`config.mk`:
```
export PLATFORM = sky130hd
export DESIGN_NAME = adaptive_fir_seq_flat
export DESIGN_NICKNAME = d
export VERILOG_FILES = /design/src/rtl/adaptive_fir_pkg.sv /design/src/rtl/adaptive_fir_seq_if.sv /design/src/rtl/adaptive_fir_mac.sv /design/src/rtl/adaptive_fir_seq.sv /design/src/flat_wrapper.sv
export SDC_FILE = /design/constraint.sdc
export NUM_CORES = 2
export LEC_CHECK = 0
export ABC_CLOCK_PERIOD_IN_PS = 9150
export CORE_AREA = 2 2 300 361
export DETAILED_ROUTE_END_ITERATION = 6
export DIE_AREA = 0 0 302 363
export PLACE_DENSITY_LB_ADDON = 0.05
export SLEW_MARGIN = 25
export SYNTH_ARGS = -nofsm -noshare
export SYNTH_HDL_FRONTEND = slang
export SYNTH_SLANG_ARGS = --single-unit
export TNS_END_PERCENT = 30
```
`constraint.sdc`:
```
create_clock -name clk -period 9.15 [get_ports clk]
set_clock_uncertainty 0.2 [all_clocks]
set_input_delay 1.83 -clock clk [delete_from_list [all_inputs] [get_ports clk]]
set_output_delay 1.83 -clock clk [all_outputs]
set_load 0.005 [all_outputs]
```
`src/rtl/adaptive_fir_pkg.sv`:
```
// Shared types, default widths and helpers for the time-multiplexed LMS adaptive FIR.
package adaptive_fir_pkg;

    typedef enum logic [1:0] {
        S_IDLE   = 2'd0,
        S_FILTER = 2'd1,
        S_ERROR  = 2'd2,
        S_UPDATE = 2'd3
    } state_e;

    localparam int          DEF_W_IN       = 12;
    localparam int          DEF_W_COEF     = 16;
    localparam int          DEF_W_ACC      = 32;
    localparam int unsigned DEF_L          = 16;
    localparam int          DEF_Y_SHIFT    = 20;
    localparam int          DEF_MU_SHIFT   = 3;
    localparam int          DEF_UPD_SHIFT  = 16;
    localparam int          DEF_LEAK_SHIFT = 10;

    // Clamp v to the signed range of a w-bit two's complement value.
    function automatic longint sat(input longint v, input int w);
        longint hi;
        longint lo;
        hi = (longint'(1) <<< (w - 1)) - 1;
        lo = -(longint'(1) <<< (w - 1));
        if (v > hi) return hi;
        if (v < lo) return lo;
        return v;
    endfunction

    function automatic int clog2(input int n);
        int r;
        r = 0;
        while ((1 << r) < n) r++;
        return r;
    endfunction

endpackage

```
`src/rtl/adaptive_fir_seq_if.sv`:
```
// Sample/result handshake bundle for adaptive_fir_seq.
interface adaptive_fir_seq_if #(
    parameter int W_IN  = 12,
    parameter int W_ACC = 32
);
    logic                    in_valid;
    logic                    in_ready;
    logic signed [W_IN-1:0]  x_in;
    logic signed [W_IN-1:0]  d_in;
    logic                    adapt_en;
    logic                    coef_clear;
    logic                    out_valid;
    logic signed [W_ACC-1:0] y_out;
    logic signed [W_ACC-1:0] e_out;
    logic                    busy;

    modport master (
        output in_valid, x_in, d_in, adapt_en, coef_clear,
        input  in_ready, out_valid, y_out, e_out, busy
    );

    modport slave (
        input  in_valid, x_in, d_in, adapt_en, coef_clear,
        output in_ready, out_valid, y_out, e_out, busy
    );
endinterface

```
`src/rtl/adaptive_fir_mac.sv`:
```
// Shared multiplier feeding either the tap accumulator or the saturating coefficient update.
// ADAPTIVE_FIR_LEAKAGE_EN adds a leakage term f >>> LEAK_SHIFT to the update path.
module adaptive_fir_mac
    import adaptive_fir_pkg::*;
#(
    parameter int W_IN      = DEF_W_IN,
    parameter int W_COEF    = DEF_W_COEF,
    parameter int W_ACC     = DEF_W_ACC,
    parameter int UPD_SHIFT = DEF_UPD_SHIFT
`ifdef ADAPTIVE_FIR_LEAKAGE_EN
    ,
    parameter int LEAK_SHIFT = DEF_LEAK_SHIFT
`endif
) (
    input  logic                     mode_upd_i,
    input  logic signed [W_IN-1:0]   x_i,
    input  logic signed [W_IN-1:0]   emu_i,
    input  logic signed [W_COEF-1:0] f_i,
    input  logic signed [W_ACC-1:0]  acc_i,
    output logic signed [W_ACC-1:0]  acc_o,
    output logic signed [W_COEF-1:0] coef_o
);
    // Second operand is wide enough for either a coefficient or the scaled error.
    localparam int WB = (W_IN > W_COEF) ? W_IN : W_COEF;
    localparam int WP = W_IN + WB;

    logic signed [WP-1:0] a_ext;
    logic signed [WP-1:0] b_ext;
    logic signed [WP-1:0] prod;
    longint               sum_l;

    always_comb begin
        a_ext  = WP'(x_i);
        b_ext  = mode_upd_i ? WP'(emu_i) : WP'(f_i);
        prod   = a_ext * b_ext;
        acc_o  = acc_i + W_ACC'(prod);
        sum_l  = longint'(f_i) + (longint'(prod) >>> UPD_SHIFT);
`ifdef ADAPTIVE_FIR_LEAKAGE_EN
        sum_l  = sum_l - (longint'(f_i) >>> LEAK_SHIFT);
`endif
        coef_o = W_COEF'(sat(sum_l, W_COEF));
    end

endmodule

```
`src/rtl/adaptive_fir_seq.sv`:
```
// Time-multiplexed LMS adaptive FIR: one MAC shared over L taps, FILTER/ERROR/UPDATE sequencing.
// Optional ADAPTIVE_FIR_LEAKAGE_EN: leaky update, and UPDATE runs every sample (delta=0 when not adapting).
module adaptive_fir_seq
    import adaptive_fir_pkg::*;
#(
    parameter int          W_IN      = DEF_W_IN,
    parameter int          W_COEF    = DEF_W_COEF,
    parameter int          W_ACC     = DEF_W_ACC,
    parameter int unsigned L         = DEF_L,
    parameter int          Y_SHIFT   = DEF_Y_SHIFT,
    parameter int          MU_SHIFT  = DEF_MU_SHIFT,
    parameter int          UPD_SHIFT = DEF_UPD_SHIFT
`ifdef ADAPTIVE_FIR_LEAKAGE_EN
    ,
    parameter int          LEAK_SHIFT = DEF_LEAK_SHIFT
`endif
) (
    input  logic              clk,
    input  logic              reset,
    adaptive_fir_seq_if.slave bus
);
    localparam int KW = clog2(int'(L));

    state_e                    state_q;
    logic [KW-1:0]             k_q;
    logic signed [W_IN-1:0]    x_q [L];
    logic signed [W_COEF-1:0]  f_q [L];
    logic signed [W_ACC-1:0]   acc_q;
    logic signed [W_IN-1:0]    d_q;
    logic                      adapt_q;
    logic signed [W_IN-1:0]    emu_q;
    logic signed [W_ACC-1:0]   y_q;
    logic signed [W_ACC-1:0]   e_q;
    logic                      out_valid_q;
    logic                      in_ready_q;

    logic                      in_ready_c;
    logic                      accept_c;
    logic                      last_tap_c;
    logic signed [W_ACC-1:0]   d_ext_d;
    logic signed [W_ACC-1:0]   e_d;
    logic signed [W_IN-1:0]    emu_d;
    logic signed [W_ACC-1:0]   mac_acc;
    logic signed [W_COEF-1:0]  mac_coef;

    // coef_clear blocks the handshake in the same cycle so a clear never coincides with an accept.
    assign in_ready_c = in_ready_q & ~bus.coef_clear;
    assign accept_c   = bus.in_valid & in_ready_c;
    assign last_tap_c = (k_q == KW'(L - 1));

    always_comb begin
        d_ext_d = {{(W_ACC - W_IN){d_q[W_IN-1]}}, d_q};
        e_d     = d_ext_d - (acc_q >>> Y_SHIFT);
        emu_d   = W_IN'(sat(longint'(e_d) >>> MU_SHIFT, W_IN));
    end

    adaptive_fir_mac #(
        .W_IN      (W_IN),
        .W_COEF    (W_COEF),
        .W_ACC     (W_ACC),
        .UPD_SHIFT (UPD_SHIFT)
`ifdef ADAPTIVE_FIR_LEAKAGE_EN
        ,
        .LEAK_SHIFT(LEAK_SHIFT)
`endif
    ) u_mac (
        .mode_upd_i(state_q == S_UPDATE),
        .x_i       (x_q[k_q]),
        .emu_i     (emu_q),
        .f_i       (f_q[k_q]),
        .acc_i     (acc_q),
        .acc_o     (mac_acc),
        .coef_o    (mac_coef)
    );

    always_ff @(posedge clk or negedge reset) begin
        if (!reset) begin
            state_q     <= S_IDLE;
            k_q         <= '0;
            acc_q       <= '0;
            d_q         <= '0;
            adapt_q     <= 1'b0;
            emu_q       <= '0;
            y_q         <= '0;
            e_q         <= '0;
            out_valid_q <= 1'b0;
            in_ready_q  <= 1'b0;
            for (int unsigned i = 0; i < L; i++) begin
                x_q[i] <= '0;
                f_q[i] <= '0;
            end
        end else begin
            out_valid_q <= 1'b0;
            unique case (state_q)
                S_IDLE: begin
                    in_ready_q <= 1'b1;
                    if (bus.coef_clear) begin
                        for (int unsigned i = 0; i < L; i++) f_q[i] <= '0;
                    end else if (accept_c) begin
                        x_q[0] <= bus.x_in;
                        for (int unsigned i = 1; i < L; i++) x_q[i] <= x_q[i-1];
                        d_q        <= bus.d_in;
                        adapt_q    <= bus.adapt_en;
                        acc_q      <= '0;
                        k_q        <= '0;
                        in_ready_q <= 1'b0;
                        state_q    <= S_FILTER;
                    end
                end
                S_FILTER: begin
                    acc_q <= mac_acc;
                    if (last_tap_c) begin
                        k_q     <= '0;
                        state_q <= S_ERROR;
                    end else begin
                        k_q <= k_q + KW'(1);
                    end
                end
                S_ERROR: begin
                    y_q         <= acc_q;
                    e_q         <= e_d;
                    out_valid_q <= 1'b1;
`ifdef ADAPTIVE_FIR_LEAKAGE_EN
                    emu_q   <= adapt_q ? emu_d : '0;
                    state_q <= S_UPDATE;
`else
                    emu_q <= emu_d;
                    if (adapt_q) begin
                        state_q <= S_UPDATE;
                    end else begin
                        state_q    <= S_IDLE;
                        in_ready_q <= 1'b1;
                    end
`endif
                end
                S_UPDATE: begin
                    f_q[k_q] <= mac_coef;
                    if (last_tap_c) begin
                        k_q        <= '0;
                        state_q    <= S_IDLE;
                        in_ready_q <= 1'b1;
                    end else begin
                        k_q <= k_q + KW'(1);
                    end
                end
                default: state_q <= S_IDLE;
            endcase
        end
    end

    assign bus.in_ready  = in_ready_c;
    assign bus.out_valid = out_valid_q;
    assign bus.y_out     = y_q;
    assign bus.e_out     = e_q;
    assign bus.busy      = (state_q != S_IDLE);

endmodule

```
`src/flat_wrapper.sv`:
```
// flat-port wrapper written by rule: the top's interface ports become plain ports
module adaptive_fir_seq_flat import adaptive_fir_pkg::*;
#(
    parameter int          W_IN      = DEF_W_IN,
    parameter int          W_COEF    = DEF_W_COEF,
    parameter int          W_ACC     = DEF_W_ACC,
    parameter int unsigned L         = DEF_L,
    parameter int          Y_SHIFT   = DEF_Y_SHIFT,
    parameter int          MU_SHIFT  = DEF_MU_SHIFT,
    parameter int          UPD_SHIFT = DEF_UPD_SHIFT

)
  (clk, reset, bus_in_valid, bus_x_in, bus_d_in, bus_adapt_en, bus_coef_clear, bus_in_ready, bus_out_valid, bus_y_out, bus_e_out, bus_busy);
  adaptive_fir_seq_if #(.W_IN(W_IN), .W_ACC(W_ACC)) bus_i ();
  input  logic clk;
  input  logic reset;
  input wire logic [$bits(bus_i.in_valid)-1:0] bus_in_valid;
  input wire logic [$bits(bus_i.x_in)-1:0] bus_x_in;
  input wire logic [$bits(bus_i.d_in)-1:0] bus_d_in;
  input wire logic [$bits(bus_i.adapt_en)-1:0] bus_adapt_en;
  input wire logic [$bits(bus_i.coef_clear)-1:0] bus_coef_clear;
  output wire logic [$bits(bus_i.in_ready)-1:0] bus_in_ready;
  output wire logic [$bits(bus_i.out_valid)-1:0] bus_out_valid;
  output wire logic [$bits(bus_i.y_out)-1:0] bus_y_out;
  output wire logic [$bits(bus_i.e_out)-1:0] bus_e_out;
  output wire logic [$bits(bus_i.busy)-1:0] bus_busy;
  assign bus_i.in_valid = bus_in_valid;
  assign bus_i.x_in = bus_x_in;
  assign bus_i.d_in = bus_d_in;
  assign bus_i.adapt_en = bus_adapt_en;
  assign bus_i.coef_clear = bus_coef_clear;
  assign bus_in_ready = bus_i.in_ready;
  assign bus_out_valid = bus_i.out_valid;
  assign bus_y_out = bus_i.y_out;
  assign bus_e_out = bus_i.e_out;
  assign bus_busy = bus_i.busy;
  adaptive_fir_seq #(.W_IN(W_IN), .W_COEF(W_COEF), .W_ACC(W_ACC), .L(L), .Y_SHIFT(Y_SHIFT), .MU_SHIFT(MU_SHIFT), .UPD_SHIFT(UPD_SHIFT)) u_core (.clk(clk), .reset(reset), .bus(bus_i));
endmodule
```
==> flow_summary.ini <==
[run_status]
run_status = finished with violations
failed_checks = negative setup slack

[place]
place_congestion = 0.802
port_buffers = 95
place.detailed.hpwl_mm = 69.3
pre_cts_slack_ns = -0.845

[synth]
dominantRegCellSynth = dfrtp_1
postSynthCellCount = 3057
avgSynthCellArea_um2 = 11.0
synthArstFlopShare_pct = 100
number_of_library_cell_types_mapped_by_synthesis = 65
netlist.top_cell.by_area = dfrtp_1
synth_seq_area_share_pct = 40.6
synth_area_leaders = dfrtp_1 (41%), fa_1 (11%), mux4_2 (9.2%)
postSynthNetCount = 3391
post-synth-top-area-fraction_pct = 40.6
yosys_register_bits = 547
synth-edff-count = 0
syn-cell-area_um2 = 33700
ys_warn_count = 0

[route]
drt_first_pass_iters = 4
route.top_layer_used = met4
drt-wirelength-per-cell_um = 20.7
totalWireLength_mm = 100
drt_drc_violations_left = 0
detail_route.vias_per_cell = 4.98
route.antenna.remaining_nets = 0
dr.first_iter.drc_count = 1294
routed-wl-met3_mm = 2.97
wl_met1_mm = 44.3
dr_total_vias = 24100
route.met2.wl_mm = 50.5

[timing]
final_hold_viol_count = 0
maxSlewHeadroom_pct = 26.5
rsz0062_at_grt = yes
final_critical_path_setup_slack_ns = -0.348
tightestPinTransition_ns = 1.10
holdWs_ns = 0.275
setup_viol = 241
final_min_period_over_clock_period_pct = 104
finalWorstPathRequiredPeriod_ns = 9.50
clock.fmax_ghz = 0.105
maxSlewViolCount = 0

[setup_path]
r2r_setup_slack_ns = -0.35
cp_slowest_cell = mux4_2
reg2reg_to = u_core.f_q[72]
worst_path_fanout_max = 8
worst-endpoint-required_ns = 9.42
endpoint_kind = register
reg_to_reg_start = u_core.k_q[0]
cp-start-kind = register
timing.critical_path.arrival_ns = 9.77
crit_type = reg2reg
cpPeakStageDelay_ns = 0.62
timing.reg2reg.worst_path_depth = 40

[global_route]
grt_pass1_wl_mm = 155
via_count_of_the_first_global_routing_pass = 25700
grt_usage_pct = 18.5
largest_net_degree_at_the_start_of_global_routing = 197
antenna_violations_before_repair = 2
grt_remaining_overflow = 0

[finish]
fillCellCount = 10200
areaGrowthSynthToFinish_pct = 26.5
final_net_count = 3731
drive_gt1_share_pct = 30.6

[floorplanning]
std_cell_rows = 131
design.core.area_um2 = 106000
die_height_um = 363
floorplan.die_area_um2 = 110000
start_util_pct = 31.8
io-pin-count = 96
die_w_um = 302

[clock_tree]
htreeDepth = 3
clock_sinks = 547
cts.reportedPaths.clkPinSlew_ns = 0.06
cts.hold.buffers_added = 0
cts-root-to-sink-buffers = 3
tritoncts.num_buffers = 69
insertion_delay_ns = 0.65
cts-root-buf = clkbuf_16
tritoncts = built

[flow_run]
reported_max_cap_violation_count = 0

[hold_path]
hold_path_startpoint = u_core.bus.y_out[5]
hold_depth = 2
hold_end = u_core.bus.y_out[5]
holdCritPathClass = reg2reg
flip-flops by register name (all words and copies together), names as in the netlist:
| register | count |
|---|---|
| u_core.k_q | 4 |
| u_core.bus.e_out | 8 |
| u_core.bus.y_out | 32 |
| u_core.bus.out_valid | 1 |
| u_core.adapt_q | 1 |
| u_core.emu_q | 6 |
| u_core.x_q | 192 |
| u_core.in_ready_q | 1 |
| u_core.acc_q | 32 |
| u_core.f_q | 256 |
| u_core.state_q | 2 |
| u_core.d_q | 12 |
final cells by class:
type                    instances  area, um^2  area share (%)
clock buffers                  97        1990            4.68
flip-flops and latches        547       13700            32.1
inverters                     261         987            2.32
repair buffers                497        5060            11.9
well taps                    1396        1750            4.10
multi-input cells            2020       18900            44.3
diodes                          1        2.50         0.00587
repair inverters                1        8.76          0.0205
clock inverters                22         238           0.558
cell usage after synthesis (10+ instances only):
master / instances
a21o_1: 41
a21oi_1: 63
and2_1: 22
buf_2: 41
buf_4: 32
clkbuf_1: 142
dfrtp_1: 547
fa_1: 181
ha_1: 124
inv_1: 260
mux2_2: 208
mux4_2: 137
nand2_1: 300
nand2b_1: 25
nand3_1: 280
nand4_1: 10
nor2_1: 58
nor2b_1: 37
o21ai_0: 284
o21ai_1: 50
o21ai_2: 12
o22ai_1: 14
xnor2_1: 48
xor2_1: 28
worst max-delay path, delay by kind of cell, from the launching register on:
kind	cells	cell delay, ns
adder cells (fa/ha/maj)	7	3.00
XOR/XNOR	1	0.27
flip-flops	1	0.54
AO/OA/AOI/OAI	11	2.12
AND/OR/NAND/NOR	6	0.73
multiplexers	2	1.03
buffers and inverters	13	1.41
cells in the final DEF (no fill, tap or decap), types with 117 or more instances in the layout:
cell type / instances
o21ai_1: 179
mux4_2: 137
dfrtp_1: 543
nand2_1: 274
inv_1: 248
buf_4: 307
nand3_1: 266
mux2_2: 208
fa_1: 175
o21ai_0: 117
layer usage:
layer | track usage [%] | vias up
met2 | 32.1 | 336
met3 | 2.40 | 109
met5 | 0 | -
met1 | 24.0 | 12500
met4 | 5.46 | 0
li1 | - | 11200
worst max path at each step:
stage / startpoint / to
finish: u_core.k_q[0] / u_core.f_q[72]
global route: u_core.k_q[0] / u_core.f_q[72]
CTS: u_core.k_q[0] / u_core.f_q[179]
detailed placement: u_core.k_q[0] / u_core.f_q[189]
global placement: u_core.k_q[0] / u_core.f_q[93]
floorplan: u_core.k_q[0] / u_core.f_q[20]
per-stage QoR:
stage | utilization, % | TNS [ns] | std cells | cell area (um^2)
detailed placement | 36.2 | -194.77 | 4646 | 38400
floorplan | - | -0.0132 | 3057 | 33700
finish | 40.2 | -56.66 | 4842 | 42600
global route | 40.2 | -142.75 | 4841 | 42600
CTS | 39.4 | -53.56 | 4811 | 41800
global placement | 36.2 | -193.98 | 4646 | 38400
logic make-up (layout without fill, tap and decap cells):
kind of cell / after synthesis / count (layout) / share of synthesized area [%]
other: 0 / 1 / 0
AND/OR/NAND/NOR: 762 / 762 / 10.5
multiplexers: 350 / 350 / 16.3
adder cells (fa/ha/maj): 305 / 305 / 15.4
AO/OA/AOI/OAI: 526 / 526 / 9.04
flip-flops: 547 / 547 / 40.6
buffers and inverters: 490 / 878 / 6.13
XOR/XNOR: 77 / 77 / 2.04
timing repair:
item	in CTS	in global routing
buffers inserted	41	23
cloned	7	6
endpoints found under the setup margin	267	267
gates resized for setup	189	203
pin swaps	55	47
Power is left out: the tool's default activity adds up to more than one toggle a clock period on the data nets, which glitch-free logic cannot reach.
